`src/rtl/pulse_meter_pkg.sv`:
```
// Shared types and defaults for the pulse width meter.
package pulse_meter_pkg;

  typedef enum logic {
    ST_IDLE = 1'b0,
    ST_HIGH = 1'b1
  } state_e;

  localparam int unsigned CW_DEFAULT = 8;
  localparam int unsigned NC_DEFAULT = 8;

endpackage

```
`src/rtl/edge_detect.sv`:
```
// Registers a synchronous level and reports its single-cycle rise/fall events.
module edge_detect (
  input  logic clk_i,
  input  logic rst_ni,
  input  logic sig_i,
  output logic rise_o,
  output logic fall_o
);

  logic sig_q;

  always_ff @(posedge clk_i or negedge rst_ni) begin
    if (!rst_ni) begin
      sig_q <= 1'b0;
    end else begin
      sig_q <= sig_i;
    end
  end

  assign rise_o = sig_i & ~sig_q;
  assign fall_o = ~sig_i & sig_q;

endmodule

```
`src/rtl/pulse_meter.sv`:
```
// Measures high-pulse widths of a debounced level and offers each one on a
// single-entry valid/ready slot, with saturation, pulse counting and overrun.
module pulse_meter
  import pulse_meter_pkg::*;
#(
  parameter int unsigned CW = CW_DEFAULT,
  parameter int unsigned NC = NC_DEFAULT
) (
  input  logic          clock,
  input  logic          reset,
  input  logic          sig_in,
  output logic [CW-1:0] width_out,
  output logic          width_sat,
  output logic          width_valid,
  input  logic          width_ready,
  output logic [NC-1:0] pulse_count,
  output logic          overrun
);

  localparam logic [CW-1:0] CntMax = '1;

  logic rise, fall;

  edge_detect u_edge_detect (
    .clk_i  (clock),
    .rst_ni (reset),
    .sig_i  (sig_in),
    .rise_o (rise),
    .fall_o (fall)
  );

  state_e        state_q, state_d;
  logic [CW-1:0] cnt_q, cnt_d;
  logic          sat_q, sat_d;
  logic [CW-1:0] wout_q, wout_d;
  logic          wsat_q, wsat_d;
  logic          wvalid_q, wvalid_d;
  logic [NC-1:0] pcnt_q, pcnt_d;
  logic          ovr_q, ovr_d;

  always_comb begin
    state_d  = state_q;
    cnt_d    = cnt_q;
    sat_d    = sat_q;
    wout_d   = wout_q;
    wsat_d   = wsat_q;
    wvalid_d = wvalid_q;
    pcnt_d   = pcnt_q;
    ovr_d    = ovr_q;

    if (wvalid_q && width_ready) begin
      wvalid_d = 1'b0;
    end

    case (state_q)
      ST_IDLE: begin
        if (rise) begin
          cnt_d   = CW'(1);
          sat_d   = 1'b0;
          state_d = ST_HIGH;
        end
      end
      ST_HIGH: begin
        if (fall) begin
          state_d = ST_IDLE;
          pcnt_d  = pcnt_q + NC'(1);
          // Slot is free if empty or being drained on this same edge.
          if (!wvalid_q || width_ready) begin
            wout_d   = cnt_q;
            wsat_d   = sat_q;
            wvalid_d = 1'b1;
          end else begin
            ovr_d = 1'b1;
          end
        end else if (sig_in) begin
          if (cnt_q == CntMax) begin
            sat_d = 1'b1;
          end else begin
            cnt_d = cnt_q + CW'(1);
          end
        end
      end
      default: state_d = ST_IDLE;
    endcase
  end

  always_ff @(posedge clock or negedge reset) begin
    if (!reset) begin
      state_q  <= ST_IDLE;
      cnt_q    <= '0;
      sat_q    <= 1'b0;
      wout_q   <= '0;
      wsat_q   <= 1'b0;
      wvalid_q <= 1'b0;
      pcnt_q   <= '0;
      ovr_q    <= 1'b0;
    end else begin
      state_q  <= state_d;
      cnt_q    <= cnt_d;
      sat_q    <= sat_d;
      wout_q   <= wout_d;
      wsat_q   <= wsat_d;
      wvalid_q <= wvalid_d;
      pcnt_q   <= pcnt_d;
      ovr_q    <= ovr_d;
    end
  end

  assign width_out   = wout_q;
  assign width_sat   = wsat_q;
  assign width_valid = wvalid_q;
  assign pulse_count = pcnt_q;
  assign overrun     = ovr_q;

endmodule

```
`config.mk`:
```
export PLATFORM = sky130hd
export DESIGN_NAME = pulse_meter
export DESIGN_NICKNAME = d
export VERILOG_FILES = /design/src/rtl/pulse_meter_pkg.sv /design/src/rtl/edge_detect.sv /design/src/rtl/pulse_meter.sv
export SDC_FILE = /design/constraint.sdc
export NUM_CORES = 1
export LEC_CHECK = 0
export ABC_AREA = 0
export ABC_CLOCK_PERIOD_IN_PS = 1650
export CAP_MARGIN = 30
export CORE_MARGIN = 2
export CORE_UTILIZATION = 30
export CTS_CLUSTER_SIZE = 25
export DETAILED_ROUTE_END_ITERATION = 10
export SKIP_CTS_REPAIR_TIMING = 1
export SLEW_MARGIN = 20
export SYNTH_ARGS = -nofsm -noshare
export SYNTH_HDL_FRONTEND = slang
export SYNTH_SLANG_ARGS = --single-unit
```
`constraint.sdc`:
```
create_clock -name clock -period 1.65 [get_ports clock]
set_input_delay 0.2475 -clock clock [delete_from_list [all_inputs] [get_ports clock]]
set_output_delay 0.2475 -clock clock [all_outputs]
set_load 0.02 [all_outputs]
```
* Yosys cells after proc, flatten, opt, wreduce, memory -nomap -nowiden *
Index checks and enable logic that the tools add are counted.

word-level totals
  flip-flop bits (word level) = 30
  bits in latches = 0
  RAM bits = 0
  ROM bits = 0
  output and inout bits = 19
  memories kept = 0

cells by class
  add/sub/neg operators = 2
  multiply operators = 0
  div/mod/pow operators = 0
  magnitude comparators = 0
  eq/ne operators = 6
  shift operators = 0
  mux-type cells = 17
  bitwise logic cells = 6
  reduce and logical (&&, ||, !) cells = 8

operator list
  cell                                                   count
  two-way mux 8 bit                                      4
  adder 8 x 1 -> 8 bit, second input constant            2
  case mux 8 bit (2 select lines)                        1
  two-way mux 1 bit                                      10
  equality test 8 bit, second input constant             1
  inequality test 2 bit, second input constant           4
  AND reduction 4 bit                                    2
  AND reduction 3 bit                                    2
  inverter 1 bit                                         4
  case mux 1 bit (2 select lines)                        2
  bitwise AND 1 bit                                      2
  inequality test 2 x 1 -> 1 bit, second input constant  1
  AND reduction 2 bit                                    1
  logical AND 1 bit                                      1
  logical NOT 1 bit                                      1
  logical OR 1 bit                                       1

* Depth between registers and ports, before layout *
  word-level depth = 5
  mapped depth = 6
  mapped depth without buffers = 5

* By module *
A second synthesis with hierarchy kept.

second synthesis, totals
  cell total of the unflattened synthesis = 107
  area total of the unflattened synthesis = 1328.8 um2

by module, submodules not included
  module       instances  cells an instance  area an instance (um2)  seq. area each (um2)
  pulse_meter  1          104                1288.7                  725.7
  edge_detect  1          3                  40.0                    25.0

* Least setup slack after synthesis *
No wires, ideal clock.

  path kind = reg-to-reg
  start = reg cnt_q[0]
  end = reg cnt_q[2]
  arrival = 1.360 ns
  required time = 1.572 ns
  setup slack = 0.212 ns
  cell stages (with the launch flop) = 6
  buffers on the path = 0
  clock period less this slack = 1.438 ns
  path through = dfrtp_1 > ha_1 > nand4_1 > o211ai_2 > or3_1 > a21oi_1

between the ends
  cells in the longest elaborated chain, start to end = 5

RTL lines
  what                             RTL line           text
  start: declaration               pulse_meter.sv:33  logic [CW-1:0] cnt_q, cnt_d;
  start signal: assignment         pulse_meter.sv:99  cnt_q <= cnt_d;
  adder 8 x 1 -> 8 bit             pulse_meter.sv:79  cnt_d = cnt_q + CW'(1);
  two-way mux 8 bit                pulse_meter.sv:76  if (cnt_q == CntMax) begin
  two-way mux 8 bit                pulse_meter.sv:75  end else if (sig_in) begin
  two-way mux 8 bit                pulse_meter.sv:64  if (fall) begin
  case mux 8 bit (2 select lines)  pulse_meter.sv:55  case (state_q)

Parallel ways exist; a longest one is shown, timed or not. The select of a mux whose other input is x is not followed.
A chain may end at the register's enable or synchronous reset.

* Final worst setup path *
  start = reg pcnt_q[2] (netlist: pulse_count[2])
  end = out pulse_count[2]

RTL lines
  what                      RTL line            text
  start: declaration        pulse_meter.sv:38   logic [NC-1:0] pcnt_q, pcnt_d;
  start signal: assignment  pulse_meter.sv:104  pcnt_q <= pcnt_d;
  end: declaration          pulse_meter.sv:16   output logic [NC-1:0] pulse_count,

No word-level cell between the ends.

==> results by group <==
GRT
  – Met3 Usage GRT: 3.94%
  – Antenna violations before repair: 0
  – First-pass GRT wire length: 4790 um
  – GR Util All Layers: 12.4%
  – GR Util met2: 19.3%
  – Vias in the first global route: 996
  – Gr ovfl total: 0
  – GR Layer Usage met1: 14.9%
  – GR peak layer: met2
  – Pin count of the biggest net entering global routing: 19

Logic synthesis
  – Cell count after synthesis: 114
  – Number of synthesized flops with an enable pin: 0
  – Sequential fraction of the synthesis area: 54.3%
  – Top post-synthesis cells by area: dfrtp_1, mux2_2, xnor2_1, nand2_1, a21oi_1
  – Syn Nets: 120
  – Yosys warnings: 0
  – Syn Std Cell Area: 1380 um^2
  – Syn_area_per_cell: 12.1 um^2
  – Ys async rst share: 100%
  – Synthesized flop and latch total: 30
  – Synth area leader: dfrtp_1
  – Distinct cells, synth: 39
  – Primary FF master, synth: dfrtp_1
  – Share of the synthesized area in the top cell type: 54.3%

Critical path
  – Setup CP Type: register to output pin
  – Crit path largest cell delay: 0.64 ns
  – CP Buf/Inv Count: 1
  – Crit-path max FO: 5
  – Slowest-stage cell, CP: clkdlybuf4s50_1
  – Crit path depth: 1
  – CP top delay family: buffers and inverters
  – CP Cell Sequence: clkdlybuf4s50_1
  – Worst Setup Start Kind: register
  – CP endpoint kind: output pin
  – Worst endpoint data arrival time: 1.34 ns
  – Worst reg2reg path depth: 5
  – Critical Path RT: 1.40 ns

STA
  – Fin. max-slew vios: 0
  – Final period util: 96.3%
  – RSZ-0062 raised after global routing: no
  – TNS Setup: 0 ns
  – Least-Margin Pin Slew: 0.281 ns
  – Slew headroom: 81.3%
  – Min Tclk post-route: 1.59 ns
  – Fmax: 630 MHz
  – Final setup viols: 0
  – Final hold violations: 0
  – Clock skew: 0.00407 ns

Floorplan
  – Row cnt: 24
  – Die Y: 71.9 um
  – Full die area: 5160 um^2
  – Die W: 71.9 um
  – Initial core utilization: 31.5%
  – Total core area: 4380 um^2
  – I/O Pins: 23

Detailed routing
  – Drt first pass iters: 4
  – ANT nets after route: 0
  – Vias per inst: 4.90
  – Via count: 1,005
  – Drt initial violations: 47
  – DRC Markers: 0
  – Post-DR wirelength/cell: 13.5 um
  – Post-Route WL: 2770 um

Clocking
  – TritonCTS clock tree: yes
  – Clock Tree Root: clkbuf_8
  – Total CTS buffers: 5
  – Sink Count: 30
  – Longest Clk Path Bufs: 2
  – Clk pin slew, worst setup/hold paths: 0.06 ns
  – Worst-Skew Late Latency: 0.28 ns
  – H-tree depth: 2

Finish
  – Final-layout fill cell count: 415
  – Multi-input gate area: 588 um^2
  – FF/Latch Area: 751 um^2
  – Share of cells above drive strength 1: 22.2%
  – Final Net Count: 159
  – # diodes: 0
  – Commonest cells after routing, fill and taps aside: dfrtp_1, clkdlybuf4s50_1, buf_4
  – Area Overhead vs Synth: 31.3%
  – Commonest non-fill, non-tap cell in the layout: dfrtp_1

Place
  – Port Buffer Count: 22
  – Post-DP HPWL: 2120 um
  – Routability cong.: 0.875

Pwr
  – Maximum VDD drop: 0.000650 V
  – P_leak: 0.808 nW
  – Pwr Density: 1220 nW/um^2
  – Final Power: 2.21 mW

Outcome
  – Status: finished clean

Job
  – Max Cap Viol: 0

Hold path
  – Hold Path Class: primary input to async pin
state kept, by name (all words and copies together), names as in the netlist:
name and count:
pulse_count 8, sat_q 1, state_q 1, u_edge_detect.sig_q 1
overrun 1, width_sat 1, width_out 8, cnt_q 8
width_valid 1
through the flow:
stage	cells	setup slack (ns)	hold WS [ns]	utilization [%]	cell area, um^2
final	205	0.0618	0.298	41.4	1810
after global routing	205	0.00151	0.314	41.4	1810
after CTS	205	0.0540	0.295	41.4	1810
after detailed placement	198	-0.0936	0.467	39.6	1740
after global placement	198	-0.0197	0.460	39.6	1740
after floorplan	114	0.212	-0.0481	-	1380
path summary, 6_finish.rpt:
kind / slack, ns / to / startpoint
max in group asynchronous: 1.12 / pulse_count[6]$_DFFE_PN0P_ / reset
min in group clock: 0.48 / pulse_count[7]$_DFFE_PN0P_ / pulse_count[7]$_DFFE_PN0P_
max reg2reg: 0.18 / cnt_q[3]$_DFFE_PN0P_ / cnt_q[0]$_DFFE_PN0P_
min: 0.30 / cnt_q[4]$_DFFE_PN0P_ / reset
min reg2reg: 0.48 / pulse_count[7]$_DFFE_PN0P_ / pulse_count[7]$_DFFE_PN0P_
max: 0.06 / pulse_count[2] / pulse_count[2]$_DFFE_PN0P_
routing by layer:
layer | vias to the layer above | wire length (um)
met2 | 20 | 1340
met3 | 5 | 100
met5 | - | 0
met4 | 0 | 74
li1 | 484 | -
met1 | 496 | 1260
cells in the mapped netlist, types with 2 or more instances:
| cell type | number |
|---|---|
| a21oi_1 | 5 |
| a31oi_1 | 2 |
| and3_1 | 3 |
| buf_6 | 2 |
| dfrtp_1 | 30 |
| ha_1 | 2 |
| inv_1 | 4 |
| mux2_2 | 8 |
| nand2_1 | 9 |
| nand3_1 | 5 |
| nand4_1 | 3 |
| nor2_1 | 5 |
| nor3_1 | 2 |
| o21ai_0 | 3 |
| or3_1 | 2 |
| xnor2_1 | 6 |
layout make-up:
class	count	share of cell area, %
Clock buffer	7	4.21
Tap cell	52	3.59
Sequential cell	30	41.4
Timing Repair Buffer	35	17.5
Multi-Input combinational cell	77	32.4
Inverter	4	0.828
kinds of logic after synthesis:
group                      Yosys count  synth area share, %
buffers and inverters                7                 3.08
DFF                                 30                 54.3
adders and majority gates            3                 2.54
and+or+nand+nor                     40                 19.4
AOI/OAI and AO/OA                   17                 8.15
xor gates and xnor gates             7                 4.44
muxes                               10                 8.06
where the power goes:
group          internal, mW  switching, mW
clock network         0.289          0.246
logic                 0.337          0.322
registers             0.874          0.142
(Power assumes the default switching activity.)
==> patch 1: new RTL, same settings <==
The package constant `NC_DEFAULT` goes from 8 to 9.
--- a/src/rtl/pulse_meter_pkg.sv
+++ b/src/rtl/pulse_meter_pkg.sv
@@ -7,7 +7,7 @@
   } state_e;
 
   localparam int unsigned CW_DEFAULT = 8;
-  localparam int unsigned NC_DEFAULT = 8;
+  localparam int unsigned NC_DEFAULT = 9;
 
 endpackage
 
Interface: changed (resized pulse_count); port bits go from 23 to 24. No check against the original RTL was run, so the function may have changed too.
==> patch 1 against the unedited design <==
- combinational power grew 0.6%
- total power grew 13%
- count of clock-buffer cells in the layout shrank 1
- sequential cell count grew 1
- maximum frequency shrank 0.18%
- cell area grew 2.7%
- critical path depth is the same
- routed wire length grew 2.2%
- utilization grew 0.82 points
- synthesized area grew 1.4%
- non-clock buffer count shrank 2
- setup slack lost 0.0029 ns
- via count grew 2.2%
- critical endpoint is now pulse_count[4]
==> patch 1: results (changes against the unedited design) <==
Finish
The final cell count without fillers came to 211 (+2.9%). Compared with the post-synthesis result, the final layout area differs by 32.9%. The layout cell share with drive strength beyond 1 is 0.195 (-0.0273). The number of nets in the finished design was 164 (+3.1%). The final antenna diode count was 0 (unchanged).

Timing
The worst slew margin relative to its limit is 0.743 (-0.0698). The worst setup slack after layout is 0.0589 ns (-0.00292 ns). The post-route clock skew was 0.00488 ns (+0.000813 ns).

Pwr
The worst voltage drop across the vdd grid is 0.000664 V (+2.1%). The leakage dissipation is 0.848 nW (+4.9%).

Setup path
The endpoint of the worst setup timing path is pulse_count[4]. The internal reg-to-reg setup slack was 0.11 ns (-0.07 ns). Tracing the worst setup path back leads to its startpoint at pulse_count[4]$_DFFE_PN0P_.

Status
The run finished with clean final reports.

Placed design
The count of buffers from port buffering is 23 (+4.5%). The number of placed instances, taps included is 203 (+2.5%). The cell area after placement came to 0.00174 mm2 (+0.29%). The placer congestion estimate is 0.773 (-12%).

The detailed-placement wirelength estimate is 1980 um (-6.6%). The post-place setup slack is -0.0880 ns (+0.00554 ns).

Logic synthesis
The unique cell type count in the Yosys netlist is 35 (-10%). The adder-cell area share of the yosys netlist came to 0.0250 (-0.000362). The sequential cell area fraction in the yosys report was 0.554 (+0.0101). After synthesis, the cell types taking the most area are sky130_fd_sc_hd__dfrtp_1 55%, sky130_fd_sc_hd__mux2_2 7.2%, sky130_fd_sc_hd__xnor2_1 3.8%, sky130_fd_sc_hd__nand3_1 3.2%, sky130_fd_sc_hd__nand2_1 2.9%. The share of cell area taken by muxes after synthesis is 0.0866 (+0.00599). The XOR/XNOR share of the synthesized area came to 0.0500 (+0.00562). The number of instances in the synthesized netlist is 121 (+6.1%). The compound-cell area share of the yosys netlist is 0.0741 (-0.00741).

Routing
The total detailed-routing wirelength was 2830 um (+2.2%). The detailed router's first-iteration violation count came to 59 (+26%). The via count is 1,027 (+2.2%).

GRT
The pin count of the biggest net entering global routing is 32 (+13). The number of global-route vias before repair is 1,123 (+13%). The total track usage is 0.127 (+0.00320).

The wire length of the first global-routing pass is 5050 um (+5.5%).
[patch 1: worst min-delay path by stage]
| stage | end | slack (ns) | cells after the start |
|---|---|---|---|
| floorplan | cnt_q[0]$_DFFE_PN0P_ | -0.05 | 0 |
| global placement | pulse_count[8]$_DFFE_PN0P_ | 0.47 | 1 |
| detailed placement | pulse_count[8]$_DFFE_PN0P_ | 0.46 | 1 |
| CTS | state_q$_DFF_PN0_ | 0.37 | 2 |
| global route | cnt_q[3]$_DFFE_PN0P_ | 0.39 | 2 |
| finish | cnt_q[2]$_DFFE_PN0P_ | 0.36 | 2 |
[patch 1: cells by family (layout without fill, tap and decap cells)]
kind of cell / after synthesis / count (layout)
AO/OA/AOI/OAI: 15 / 15
XOR/XNOR: 8 / 8
adder cells (fa/ha/maj): 3 / 3
buffers and inverters: 6 / 44
flip-flops: 31 / 31
multiplexers: 11 / 11
AND/OR/NAND/NOR: 47 / 47
[patch 1: metal layers]
metal	part of all wire	track usage	wire (um)
met5	0	0	0
met4	0.021	0.0524	59
met3	0.057	0.0472	162
met2	0.47	0.204	1340
met1	0.45	0.154	1280
[patch 1: final cells by class]
cell class,count,share of cell area
Clock buffer,6,0.0444
Clock inverter,2,0.0188
Inverter,3,0.00605
Multi-Input combinational cell,84,0.314
Sequential cell,31,0.417
Tap cell,52,0.0349
Timing Repair Buffer,33,0.165
[patch 1: where the power goes]
group	internal, mW	switching (mW)	leakage, nW
registers	0.910	0.163	0.407
logic	0.345	0.317	0.379
clock network	0.488	0.278	0.0612
total	1.74	0.759	0.848
==> patch 2: new RTL, config.mk and constraints unchanged <==
Made on the original files. Make the reset (`reset` and `rst_ni`) synchronous in 2 clocked blocks.
--- a/src/rtl/edge_detect.sv
+++ b/src/rtl/edge_detect.sv
@@ -9,7 +9,7 @@
 
   logic sig_q;
 
-  always_ff @(posedge clk_i or negedge rst_ni) begin
+  always_ff @(posedge clk_i) begin
     if (!rst_ni) begin
       sig_q <= 1'b0;
     end else begin
--- a/src/rtl/pulse_meter.sv
+++ b/src/rtl/pulse_meter.sv
@@ -84,7 +84,7 @@
     endcase
   end
 
-  always_ff @(posedge clock or negedge reset) begin
+  always_ff @(posedge clock) begin
     if (!reset) begin
       state_q  <= ST_IDLE;
       cnt_q    <= '0;
Function: differs if reset is asserted again (counterexample within 4 cycles, from zero or initial values and one cycle with reset low); with reset held inactive, the same outputs for 10 cycles.
==> patch 2 against the unedited design <==
- sequential cell count unchanged
- via count up 16%
- clock skew about the same
- setup slack better by 0.013 ns
- maximum frequency up 0.81%
- first-iteration DRC count up 13%
- synthesized area up 2.4%
- routed wire length up 7.2%
- cell area down 1.3%
Power is not compared: it rests on default switching activity, and its combinational part moved more than twofold at a synthesized area within 25%.
==> patch 2: results (changes against the unedited design) <==
Placed design
The cell area after placement is 0.00171 mm2 (-1.4%). The placer congestion estimate is 0.831 (-5.0%). The post-place setup slack is -0.0273 ns (+0.0663 ns). The detailed-placement wirelength estimate is 2090 um (-1.6%). The count of buffers from port buffering is 22 (unchanged). The number of placed instances, taps included came to 220 (+11%).

Logic synthesis
The sequential cell area fraction in the yosys report is 0.424 (-0.119). Yosys attributes the largest share of cell area to sky130_fd_sc_hd__dfxtp_1 42%, sky130_fd_sc_hd__mux2i_1 6.4%, sky130_fd_sc_hd__nor2b_1 4.0%, sky130_fd_sc_hd__and2_1 3.5%, sky130_fd_sc_hd__xnor2_1 2.5%. The average cell area after synthesis came to 9.83 um2 (-19%). The post-synthesis net count is 150 (+25%). The unique cell type count in the Yosys netlist came to 50 (+28%). The post-synthesis async set-or-reset flop share is 0 (-1.00). Ranked by instance count, the synthesized netlist is headed by 30 x sky130_fd_sc_hd__dfxtp_1, 9 x sky130_fd_sc_hd__mux2i_1, 9 x sky130_fd_sc_hd__nor2b_1.

Finish
The multi-input gate area in the final layout came to 744 um2 (+27%). The layout filler cell count is 451 (+8.7%). The final antenna diode count came to 0 (unchanged).

The final cell count without fillers is 227 (+11%). The layout cell share with drive strength beyond 1 came to 0.137 (-0.0851). The number of nets in the finished design came to 181 (+14%).

Routing
The total detailed-routing wirelength is 2970 um (+7.2%). The via count normalized by instance count is 5.12 (+4.5%). The total met2 wirelength after detailed routing is 1340 um (+0.22%).

The routed length on met3 is 137 um (+37%). The length of routed wiring on met1 came to 1460 um (+16%). The highest layer touched by signal routing is met4. The detailed router's first-iteration violation count is 53 (+13%).

GRT
The number of global-route vias before repair is 1,127 (+13%). The fraction of met2 tracks used by global routing is 0.193 (-0.000486). The global-route track usage on met1 is 0.150 (+0.00143). The total track usage is 0.121 (-0.00285).

The global-route track usage on met3 is 0.0401 (+0.000674). The pin count of the biggest net entering global routing is 20 (+1). The wire length of the first global-routing pass came to 4970 um (+3.9%).

Timing
The worst hold slack across all endpoints was 0.471 ns (+0.173 ns). The post-route clock skew came to 0.00453 ns (+0.000463 ns). The pin slew with the least headroom to its limit is 0.318 ns (+0.0376 ns).

Min path
The min-delay analysis places its worst path in the category flip-flop to flip-flop.

Setup path
In this run the critical register-to-register path is launched from cnt_q[0]$_SDFFE_PN0P_. The maximum fanout count along the critical path is 7 (+2). The kind of cell adding the most delay to the critical path is buffers and inverters.

The signal arrival time at the worst endpoint is 1.33 ns. In this run the critical register-to-register path is captured at cnt_q[7]$_SDFFE_PN0P_. The internal reg-to-reg setup slack was 0.21 ns (+0.03 ns). The start point of the critical path is pulse_count[3]$_SDFFE_PN0P_.

Pwr
The design draws 1.36 mW.

Clocking
The H-tree depth is 2 (unchanged). The maximum buffer depth of the clock tree was 2 (unchanged).

Status
The run finished with clean final reports.
## patch 2: cells by family after synthesis
| group | after synthesis | share of synthesized area |
|---|---|---|
| compound gates | 25 | 0.123 |
| xor+xnor | 6 | 0.0371 |
| fa+ha+maj | 3 | 0.0248 |
| buf+inv | 10 | 0.0495 |
| flops | 30 | 0.424 |
| mux | 9 | 0.0637 |
| simple gates | 61 | 0.278 |
## patch 2: final cells by class
type,count,area share
Clock buffer,7,0.0427
Multi-Input combinational cell,104,0.416
Timing Repair Buffer,32,0.165
Inverter,2,0.00420
Tap cell,52,0.0364
Sequential cell,30,0.336
## patch 2: how the worst max path moves through the flow
stage                           endpoint  slack [ns]  depth (start not counted)
2_1_floorplan      cnt_q[1]$_SDFFE_PN0P_        0.20                          5
4_1_cts                   pulse_count[3]        0.07                          1
6_report                  pulse_count[3]        0.07                          1
3_5_place_dp   width_out[5]$_SDFFE_PN0P_       -0.03                          5
3_3_place_gp   width_out[0]$_SDFFE_PN0P_        0.03                          5
5_1_grt                   pulse_count[4]        0.01                          1
